### src/rtl/etc_pkg.sv
// Shared types and defaults for the tile drain block.
package etc_pkg;

  localparam int W_DEFAULT = 16;
  localparam int N_DEFAULT = 4;

  typedef logic [W_DEFAULT-1:0] elem_t;
  typedef elem_t [N_DEFAULT-1:0][N_DEFAULT-1:0] tile_t;

  typedef enum logic {
    IDLE  = 1'b0,
    DRAIN = 1'b1
  } drain_state_e;

endpackage

### src/rtl/etc_tile_drain_if.sv
// Capture-side and stream-side signals of the tile drain block.
interface etc_tile_drain_if
  import etc_pkg::*;
#(
  parameter int W = W_DEFAULT,
  parameter int N = N_DEFAULT
);

  localparam int IW = $clog2(N);

  logic                        cap_valid_i;
  logic                        cap_ready_o;
  logic [N-1:0][N-1:0][W-1:0]  tile_i;
  logic                        col_major_i;
  logic                        out_valid_o;
  logic                        out_ready_i;
  logic [W-1:0]                out_data_o;
  logic [IW-1:0]               out_row_o;
  logic [IW-1:0]               out_col_o;
  logic                        out_last_o;

  modport slave (
    input  cap_valid_i, tile_i, col_major_i, out_ready_i,
    output cap_ready_o, out_valid_o, out_data_o, out_row_o, out_col_o, out_last_o
  );

  modport master (
    output cap_valid_i, tile_i, col_major_i, out_ready_i,
    input  cap_ready_o, out_valid_o, out_data_o, out_row_o, out_col_o, out_last_o
  );

endinterface

### src/rtl/etc_tile_buf.sv
// One stored tile plus its drain-order bit, with an element read port.
module etc_tile_buf
  import etc_pkg::*;
#(
  parameter int W = W_DEFAULT,
  parameter int N = N_DEFAULT
) (
  input  logic                       clk,
  input  logic                       rst_n,
  input  logic                       load,
  input  logic [N-1:0][N-1:0][W-1:0] tile_d,
  input  logic                       order_d,
  input  logic [$clog2(N)-1:0]       row,
  input  logic [$clog2(N)-1:0]       col,
  output logic [W-1:0]               elem,
  output logic                       col_major
);

  logic [N-1:0][N-1:0][W-1:0] tile_q;

  // Latch the tile and its order bit together when loaded
  always_ff @(posedge clk or negedge rst_n) begin
    if (!rst_n) begin
      tile_q    <= '0;
      col_major <= 1'b0;
    end else if (load) begin
      tile_q    <= tile_d;
      col_major <= order_d;
    end
  end

  assign elem = tile_q[row][col];

endmodule

### src/rtl/etc_tile_drain.sv
// Ping-pong tile capture and per-element serialiser.
//   state | meaning
//   IDLE  | no tile being drained, out_valid_o low
//   DRAIN | presenting element idx of buf[rd_sel]
module etc_tile_drain
  import etc_pkg::*;
#(
  parameter int W = W_DEFAULT,
  parameter int N = N_DEFAULT
) (
  input  logic            clk,
  input  logic            rst_n,
  etc_tile_drain_if.slave bus,
  output logic            busy_o
);

  localparam int IW = $clog2(N);
  localparam int NN = N * N;
  localparam int XW = 2 * IW;
  localparam logic [XW-1:0] IDX_LAST = XW'(NN - 1);

  drain_state_e  state_q, state_d;
  logic [1:0]    full_q;
  logic          rd_sel_q, wr_sel_q;
  logic [XW-1:0] idx_q;

  logic          cap_ready, cap_fire, drain, beat_fire, is_last, last_fire;
  logic          cm0, cm1, rd_cm;
  logic [IW-1:0] rd_row, rd_col;
  logic [W-1:0]  elem0, elem1;

  assign cap_ready = ~(full_q[0] & full_q[1]);
  assign cap_fire  = bus.cap_valid_i & cap_ready;
  assign drain     = (state_q == DRAIN);
  assign beat_fire = drain & bus.out_ready_i;
  assign is_last   = (idx_q == IDX_LAST);
  assign last_fire = beat_fire & is_last;

  // N is a power of two, so idx/N and idx%N are just the high and low halves
  assign rd_cm  = rd_sel_q ? cm1 : cm0;
  assign rd_row = rd_cm ? idx_q[IW-1:0] : idx_q[XW-1:IW];
  assign rd_col = rd_cm ? idx_q[XW-1:IW] : idx_q[IW-1:0];

  etc_tile_buf #(.W(W), .N(N)) u_buf0 (
    .clk       (clk),
    .rst_n     (rst_n),
    .load      (cap_fire & ~wr_sel_q),
    .tile_d    (bus.tile_i),
    .order_d   (bus.col_major_i),
    .row       (rd_row),
    .col       (rd_col),
    .elem      (elem0),
    .col_major (cm0)
  );

  etc_tile_buf #(.W(W), .N(N)) u_buf1 (
    .clk       (clk),
    .rst_n     (rst_n),
    .load      (cap_fire & wr_sel_q),
    .tile_d    (bus.tile_i),
    .order_d   (bus.col_major_i),
    .row       (rd_row),
    .col       (rd_col),
    .elem      (elem1),
    .col_major (cm1)
  );

  // FSM state register
  always_ff @(posedge clk or negedge rst_n) begin
    if (!rst_n) state_q <= IDLE;
    else        state_q <= state_d;
  end

  // Next state: a capture straight into the read buffer starts draining on the next cycle
  always_comb begin
    state_d = state_q;
    case (state_q)
      IDLE:  if (full_q[rd_sel_q] | (cap_fire & (wr_sel_q == rd_sel_q))) state_d = DRAIN;
      DRAIN: if (last_fire & ~full_q[~rd_sel_q]) state_d = IDLE;
    endcase
  end

  // Buffer occupancy, pointers and element index; capture and drain never hit the same buffer
  always_ff @(posedge clk or negedge rst_n) begin
    if (!rst_n) begin
      full_q   <= 2'b00;
      rd_sel_q <= 1'b0;
      wr_sel_q <= 1'b0;
      idx_q    <= '0;
    end else begin
      if (cap_fire) begin
        full_q[wr_sel_q] <= 1'b1;
        wr_sel_q         <= ~wr_sel_q;
      end
      if (last_fire) begin
        full_q[rd_sel_q] <= 1'b0;
        rd_sel_q         <= ~rd_sel_q;
        idx_q            <= '0;
      end else if (beat_fire) begin
        idx_q <= idx_q + XW'(1);
      end
    end
  end

  // Stream outputs come only from stored state, so they hold steady while stalled
  always_comb begin
    bus.out_valid_o = 1'b0;
    bus.out_data_o  = '0;
    bus.out_row_o   = '0;
    bus.out_col_o   = '0;
    bus.out_last_o  = 1'b0;
    if (drain) begin
      bus.out_valid_o = 1'b1;
      bus.out_data_o  = rd_sel_q ? elem1 : elem0;
      bus.out_row_o   = rd_row;
      bus.out_col_o   = rd_col;
      bus.out_last_o  = is_last;
    end
  end

  assign bus.cap_ready_o = cap_ready;
  assign busy_o          = full_q[0] | full_q[1];

endmodule

### src/flat_wrapper.sv
// flat-port wrapper written by rule: the top's interface ports become plain ports
module etc_tile_drain_flat import etc_pkg::*;
#(
  parameter int W = W_DEFAULT,
  parameter int N = N_DEFAULT
)
  (clk, rst_n, busy_o, bus_cap_valid_i, bus_tile_i, bus_col_major_i, bus_out_ready_i, bus_cap_ready_o, bus_out_valid_o, bus_out_data_o, bus_out_row_o, bus_out_col_o, bus_out_last_o);
  etc_tile_drain_if #(.W(W), .N(N)) bus_i ();
  input  logic clk;
  input  logic rst_n;
  output logic busy_o;
  input wire logic [$bits(bus_i.cap_valid_i)-1:0] bus_cap_valid_i;
  input wire logic [$bits(bus_i.tile_i)-1:0] bus_tile_i;
  input wire logic [$bits(bus_i.col_major_i)-1:0] bus_col_major_i;
  input wire logic [$bits(bus_i.out_ready_i)-1:0] bus_out_ready_i;
  output wire logic [$bits(bus_i.cap_ready_o)-1:0] bus_cap_ready_o;
  output wire logic [$bits(bus_i.out_valid_o)-1:0] bus_out_valid_o;
  output wire logic [$bits(bus_i.out_data_o)-1:0] bus_out_data_o;
  output wire logic [$bits(bus_i.out_row_o)-1:0] bus_out_row_o;
  output wire logic [$bits(bus_i.out_col_o)-1:0] bus_out_col_o;
  output wire logic [$bits(bus_i.out_last_o)-1:0] bus_out_last_o;
  assign bus_i.cap_valid_i = bus_cap_valid_i;
  assign bus_i.tile_i = bus_tile_i;
  assign bus_i.col_major_i = bus_col_major_i;
  assign bus_i.out_ready_i = bus_out_ready_i;
  assign bus_cap_ready_o = bus_i.cap_ready_o;
  assign bus_out_valid_o = bus_i.out_valid_o;
  assign bus_out_data_o = bus_i.out_data_o;
  assign bus_out_row_o = bus_i.out_row_o;
  assign bus_out_col_o = bus_i.out_col_o;
  assign bus_out_last_o = bus_i.out_last_o;
  etc_tile_drain #(.W(W), .N(N)) u_core (.clk(clk), .rst_n(rst_n), .bus(bus_i), .busy_o(busy_o));
endmodule
### config.mk
export PLATFORM = sky130hd
export DESIGN_NAME = etc_tile_drain_flat
export DESIGN_NICKNAME = d
export VERILOG_FILES = /design/src/rtl/etc_pkg.sv /design/src/rtl/etc_tile_drain_if.sv /design/src/rtl/etc_tile_buf.sv /design/src/rtl/etc_tile_drain.sv /design/src/flat_wrapper.sv
export SDC_FILE = /design/constraint.sdc
export NUM_CORES = 1
export LEC_CHECK = 0
export ABC_AREA = 1
export BUFFER_PORTS_ARGS = -buffer_cell sky130_fd_sc_hd__buf_4
export CAP_MARGIN = 20
export CORE_MARGIN = 3
export CORE_UTILIZATION = 30
export DETAILED_ROUTE_END_ITERATION = 10
export PLACE_DENSITY = 0.59
export SLEW_MARGIN = 20
export SYNTH_ARGS = -nofsm -noshare
export SYNTH_HDL_FRONTEND = slang
export SYNTH_SLANG_ARGS = --single-unit
### constraint.sdc
create_clock -name clk -period 3.9 [get_ports clk]
set_clock_uncertainty 0.15 [all_clocks]
set_input_delay 0 -clock clk [delete_from_list [all_inputs] [get_ports clk]]
set_output_delay 0 -clock clk [all_outputs]
set_load 0.05 [all_outputs]
* After elaboration in Yosys (flattened, before gate mapping)
Cells that the tools add are included.
Word-level totals: output and inout bits 24, bits of input ports 261, flip-flop bits (word level) 523
Operators by class: order comparisons 7, bitwise logic cells 18, add/sub/neg operators 1, mux-type cells 32, eq/ne operators 2, reductions and logical operators 3
Operator list (number):
- binary-select mux 64 bit (select 2 bit) | 2
- two-way mux 64 bit | 2
- binary-select mux 16 bit (select 2 bit) | 2
- two-way mux 16 bit | 4
- two-way mux 2 bit | 6
- two-way mux 1 bit | 11
- bitwise AND 1 bit | 8
- two-way mux 4 bit | 2
- less-than comparator 1 x 2 -> 1 bit, second input constant | 3
- less-than comparator 2 x 3 -> 1 bit, second input constant | 2
- NOT 1 bit | 5
- adder 4 x 1 -> 4 bit, second input constant | 1
- == test 4 bit, second input constant | 1
- bitwise AND 2 bit | 1
- demux 1 bit (select 1 bit) | 2
- greater-or-equal comparator 1 bit, second input constant | 2
- logical AND 1 bit | 2
- NOT 2 bit | 1
- bitwise OR 1 bit | 2
- bitwise OR 2 bit | 1
- case mux 1 bit (2 select lines) | 1
- nonzero test 2 bit | 1
- == test 1 bit | 1

* Depth between registers and ports, before layout
word-level depth 8, depth in mapped cells 15

* By module
From an unflattened synthesis, not the netlist that was laid out.
Second synthesis, totals: cell total of the unflattened synthesis 3416, area, all modules 25510.7 um^2
Modules (own cells, without submodules):
- etc_tile_buf | area an instance 12336.8 um^2, cells an instance 1634, sequential area each 6431.2 um^2, instances 2
- etc_tile_drain | area an instance 837.1 um^2, cells an instance 148, sequential area each 225.2 um^2, instances 1

* Worst setup path before layout
Ideal clock, no wire load.
path type reg2out, start register u_core.rd_sel_q, end output port bus_out_data_o[0], path slack 1.549 ns, arrival 2.201 ns, data required time 3.750 ns, stages on the path, launching flop included 13, cell sequence dfrtp_1 > buf_6 > nand2_4 > nand2_2 > o21ai_0 > buf_2 > buf_2 > nand3_1 > nand3_1 > nand2_1 > nand2_1 > nand2_1 > nor2_1
Between the ends: longest elaborated chain between the ends 8, elaborated cells between the ends (all ways) 13
RTL lines:
- start: declaration | RTL line etc_tile_drain.sv:24 | logic rd_sel_q, wr_sel_q;
- start signal: assignment | RTL line etc_tile_drain.sv:97 | rd_sel_q <= ~rd_sel_q;
- two-way mux 1 bit | RTL line etc_tile_drain.sv:40 | assign rd_cm = rd_sel_q ? cm1 : cm0;
- two-way mux 2 bit | RTL line etc_tile_drain.sv:41 | assign rd_row = rd_cm ? idx_q[IW-1:0] : idx_q[XW-1:IW];
- binary-select mux 64 bit (select 2 bit) | RTL line etc_tile_buf.sv:32 | assign elem = tile_q[row][col];
- two-way mux 64 bit (not written as such) | RTL line etc_tile_buf.sv:32
- binary-select mux 16 bit (select 2 bit) | RTL line etc_tile_buf.sv:32
- two-way mux 16 bit (not written as such) | RTL line etc_tile_buf.sv:32
- two-way mux 16 bit * | RTL line etc_tile_drain.sv:114 | bus.out_data_o = rd_sel_q ? elem1 : elem0;
- two-way mux 16 bit * | RTL line etc_tile_drain.sv:112 | if (drain) begin
- end: declaration | RTL line flat_wrapper.sv:18 | output wire logic [$bits(bus_i.out_data_o)-1:0] bus_out_data_o;
Mark *: on every way between the ends. The rest lies on a longest branch, timed or not. The select of a mux whose other input is x is not followed.

* Final worst setup path
start register u_core.rd_sel_q, end output port bus_out_data_o[3]
Same word-level chain as after synthesis.

==> reports/metrics.yaml <==
status:
  outcome: "finished, final reports clean"
global_route:
  grt_util_all_layers_pct: 23.0
  antenna_found_initial: 6
  grt_max_degree: 178
  grt_pass1_vias: 24500
  grt-ovfl-total: 0
  grt_pass1_wl_um: 154000
die:
  fp-row-count: 104
  fp.dieArea_mm2: 0.0864
  core_area_mm2: 0.0813
  chipHeight_um: 294
  initial_utilization_pct: 30.6
  design.portCount: 285
  die_x_um: 294
worst_setup_path:
  r2r_cells: 7
  endpoint_kind: "output port"
  critPathKind: "register to output port"
  required_ns: 3.75
  crit_fanout: 49
  start_kind: "register"
  crit_arrival_ns: 3.67
placed_design:
  io_buffers: 284
  dp_hpwl_um: 65800
  gp_congestion: 0.913
  postPlaceCellArea_mm2: 0.0281
timing:
  timing.slew.headroom_pct: 34.0
  fin_crit_sh_pct: 98.0
  fmax_ghz: 0.262
  tightest_slew_ns: 0.990
  finalSetupViolations: 0
  setup_tns_ns: 0
  hold_violations: 0
  slew_violations: 0
  rsz0062_at_grt: "false"
  layout_min_cycle_time_ns: 3.82
drt:
  wl_per_cell_um: 19.7
  dr_wl_met3_um: 8470
  highest_layer: "met5"
  vias_per_cell: 4.91
  drc_errors: 0
  drt_first_iter_violations: 2523
  wl_met1_um: 43000
  ant_nets: 0
  drtPass1Iterations: 6
  wl_met2_um: 46100
  routed-via-count: 25200
  routed_wl_um: 101000
logic_synthesis:
  netlist_instances: 3406
  synth_seq_cells: 523
  yosys_warnings: 0
  syn_nets: 3668
  seq_area_frac_synth_pct: 52.6
  synth_cell_types: 22
  syn_area_mm2: 0.0249
  avgSynthCellArea_um2: 7.30
clocking:
  ctsRootBufferMaster: "clkbuf_16"
  clk_pin_slew_ns: 0.06
  cts-htree-levels: 2
  clockBufferDepth: 3
  cts_buffers: 59
  cts_tree: "done"
  cts.sinks: 523
  clk_latency_ns: 0.63
power:
  p_per_area_mw_per_mm2: 971
  peakVddDrop_mv: 1.23
  p_leak_uw: 0.0177
final_layout:
  multi_input_area_mm2: 0.0108
  finalInstanceArea_mm2: 0.0345
  layout_commonest_cell: "nand2_1"
  flow.area_growth_from_synthesis_pct: 38.7
  drive_above_1_share_pct: 11.5
  final_util_pct: 42.4
  num-fill-cells: 8156
  regArea_mm2: 0.0131
  mostFrequentLayoutCells: "nand2_1, nand3_1, dfrtp_1"
  nets: 4283
hold_path:
  hold_depth: 4
  min-delay-path-class: "input pin to register"
job:
  timing.max_cap.violations: 0
[per-stage QoR]
stage / hold slack [ns] / std cells / worst slack (ns) / total power [uW]
floorplan: -0.446 / 3406 / 1.55 / 20400
global placement: -0.00131 / 4575 / 0.680 / 27100
detailed placement: 0.00103 / 4575 / 0.697 / 27200
CTS: 0.000159 / 5124 / 0.0301 / 33200
global route: 0.0208 / 5126 / 0.00112 / 35600
finish: 0.0102 / 5127 / 0.0777 / 33500
[per-layer routing]
| metal | global-route usage [%] | up-vias |
|---|---|---|
| met2 | 36.5 | 1007 |
| met3 | 4.97 | 157 |
| li1 | - | 11900 |
| met4 | 7.66 | 8 |
| met1 | 31.3 | 12100 |
| met5 | 0 | - |
[registers in the layout, indices dropped and copies added (netlist names)]
| signal | flops |
|---|---|
| u_core.idx_q | 4 |
| u_core.u_buf1.col_major | 1 |
| u_core.u_buf0.tile_q | 256 |
| u_core.u_buf0.col_major | 1 |
| u_core.full_q | 2 |
| u_core.rd_sel_q | 1 |
| u_core.drain | 1 |
| u_core.wr_sel_q | 1 |
| u_core.u_buf1.tile_q | 256 |
[path summary, 6_finish.rpt]
check	slack (ns)	start	endpoint
hold / removal	0.01	bus_tile_i[183]	u_core.u_buf1.tile_q[183]
min in group asynchronous	0.50	rst_n	u_core.u_buf1.tile_q[174]
max in group asynchronous	2.58	rst_n	u_core.u_buf0.tile_q[68]
setup reg to reg	1.15	u_core.full_q[1]	u_core.u_buf0.tile_q[54]
setup / recovery	0.08	u_core.rd_sel_q	bus_out_data_o[3]
hold reg to reg	0.32	u_core.u_buf0.tile_q[12]	u_core.u_buf0.tile_q[12]
[cells by family after synthesis]
| kind of cell | Yosys count | synth area share (%) |
|---|---|---|
| AOI/OAI and AO/OA | 26 | 0.539 |
| xor gates and xnor gates | 2 | 0.0705 |
| adders and majority gates | 1 | 0.0503 |
| buffers and inverters | 248 | 4.31 |
| DFF | 523 | 52.6 |
| and+or+nand+nor | 2606 | 42.4 |
[power breakdown]
| group | internal (uW) | switching (uW) |
|---|---|---|
| logic | 5560 | 12900 |
| clock network | 3270 | 2350 |
| registers | 7890 | 1490 |
[cell usage after synthesis]
master	count	share of area (%)
nor4_1	1	0.025
nand2_2	5	0.13
buf_6	2	0.091
dfrtp_1	523	53
o21ai_0	7	0.14
ha_1	1	0.050
nand3_1	549	11
clkbuf_1	125	1.9
o21ai_2	1	0.035
a21oi_1	18	0.36
buf_1	18	0.27
nand2_1	2021	31
xor2_1	2	0.070
buf_4	8	0.24
clkinv_1	2	0.030
inv_2	3	0.045
inv_1	14	0.21
nand3_4	2	0.14
nand2_4	2	0.091
buf_2	76	1.5
nor2_1	24	0.36
nand3_2	2	0.081
[what timing repair did]
item	4_1_cts	5_1_grt
resized for setup	0	10
hold endpoints to repair	758	0
endpoints found under the setup margin	0	16
hold buffers	443	0
setup buffers	0	1
[critical path, stage by stage, from the launching register on]
cell	delay (ns)
dfrtp_1	0.43
buf_4	0.21
nand2_2	0.12
nand3_2	0.15
nand2_8	0.34
buf_12	0.28
nand2_1	0.08
nand3_1	0.09
nand3_1	0.19
nand3_1	0.19
nand2_1	0.07
nand2_1	0.06
nand2_1	0.04
nor2_1	0.43
buf_4	0.30
[final cells by class]
type	count	share of cell area, %
antenna	1	0.00725
clock buffer	84	5.14
clock inverter	22	0.482
inverter	19	0.268
multi-input combinational	2635	31.2
sequential	523	37.9
tap	1060	3.84
timing repair buffer	782	21.1
timing repair inverter	1	0.0218
(Power assumes the default switching activity.)
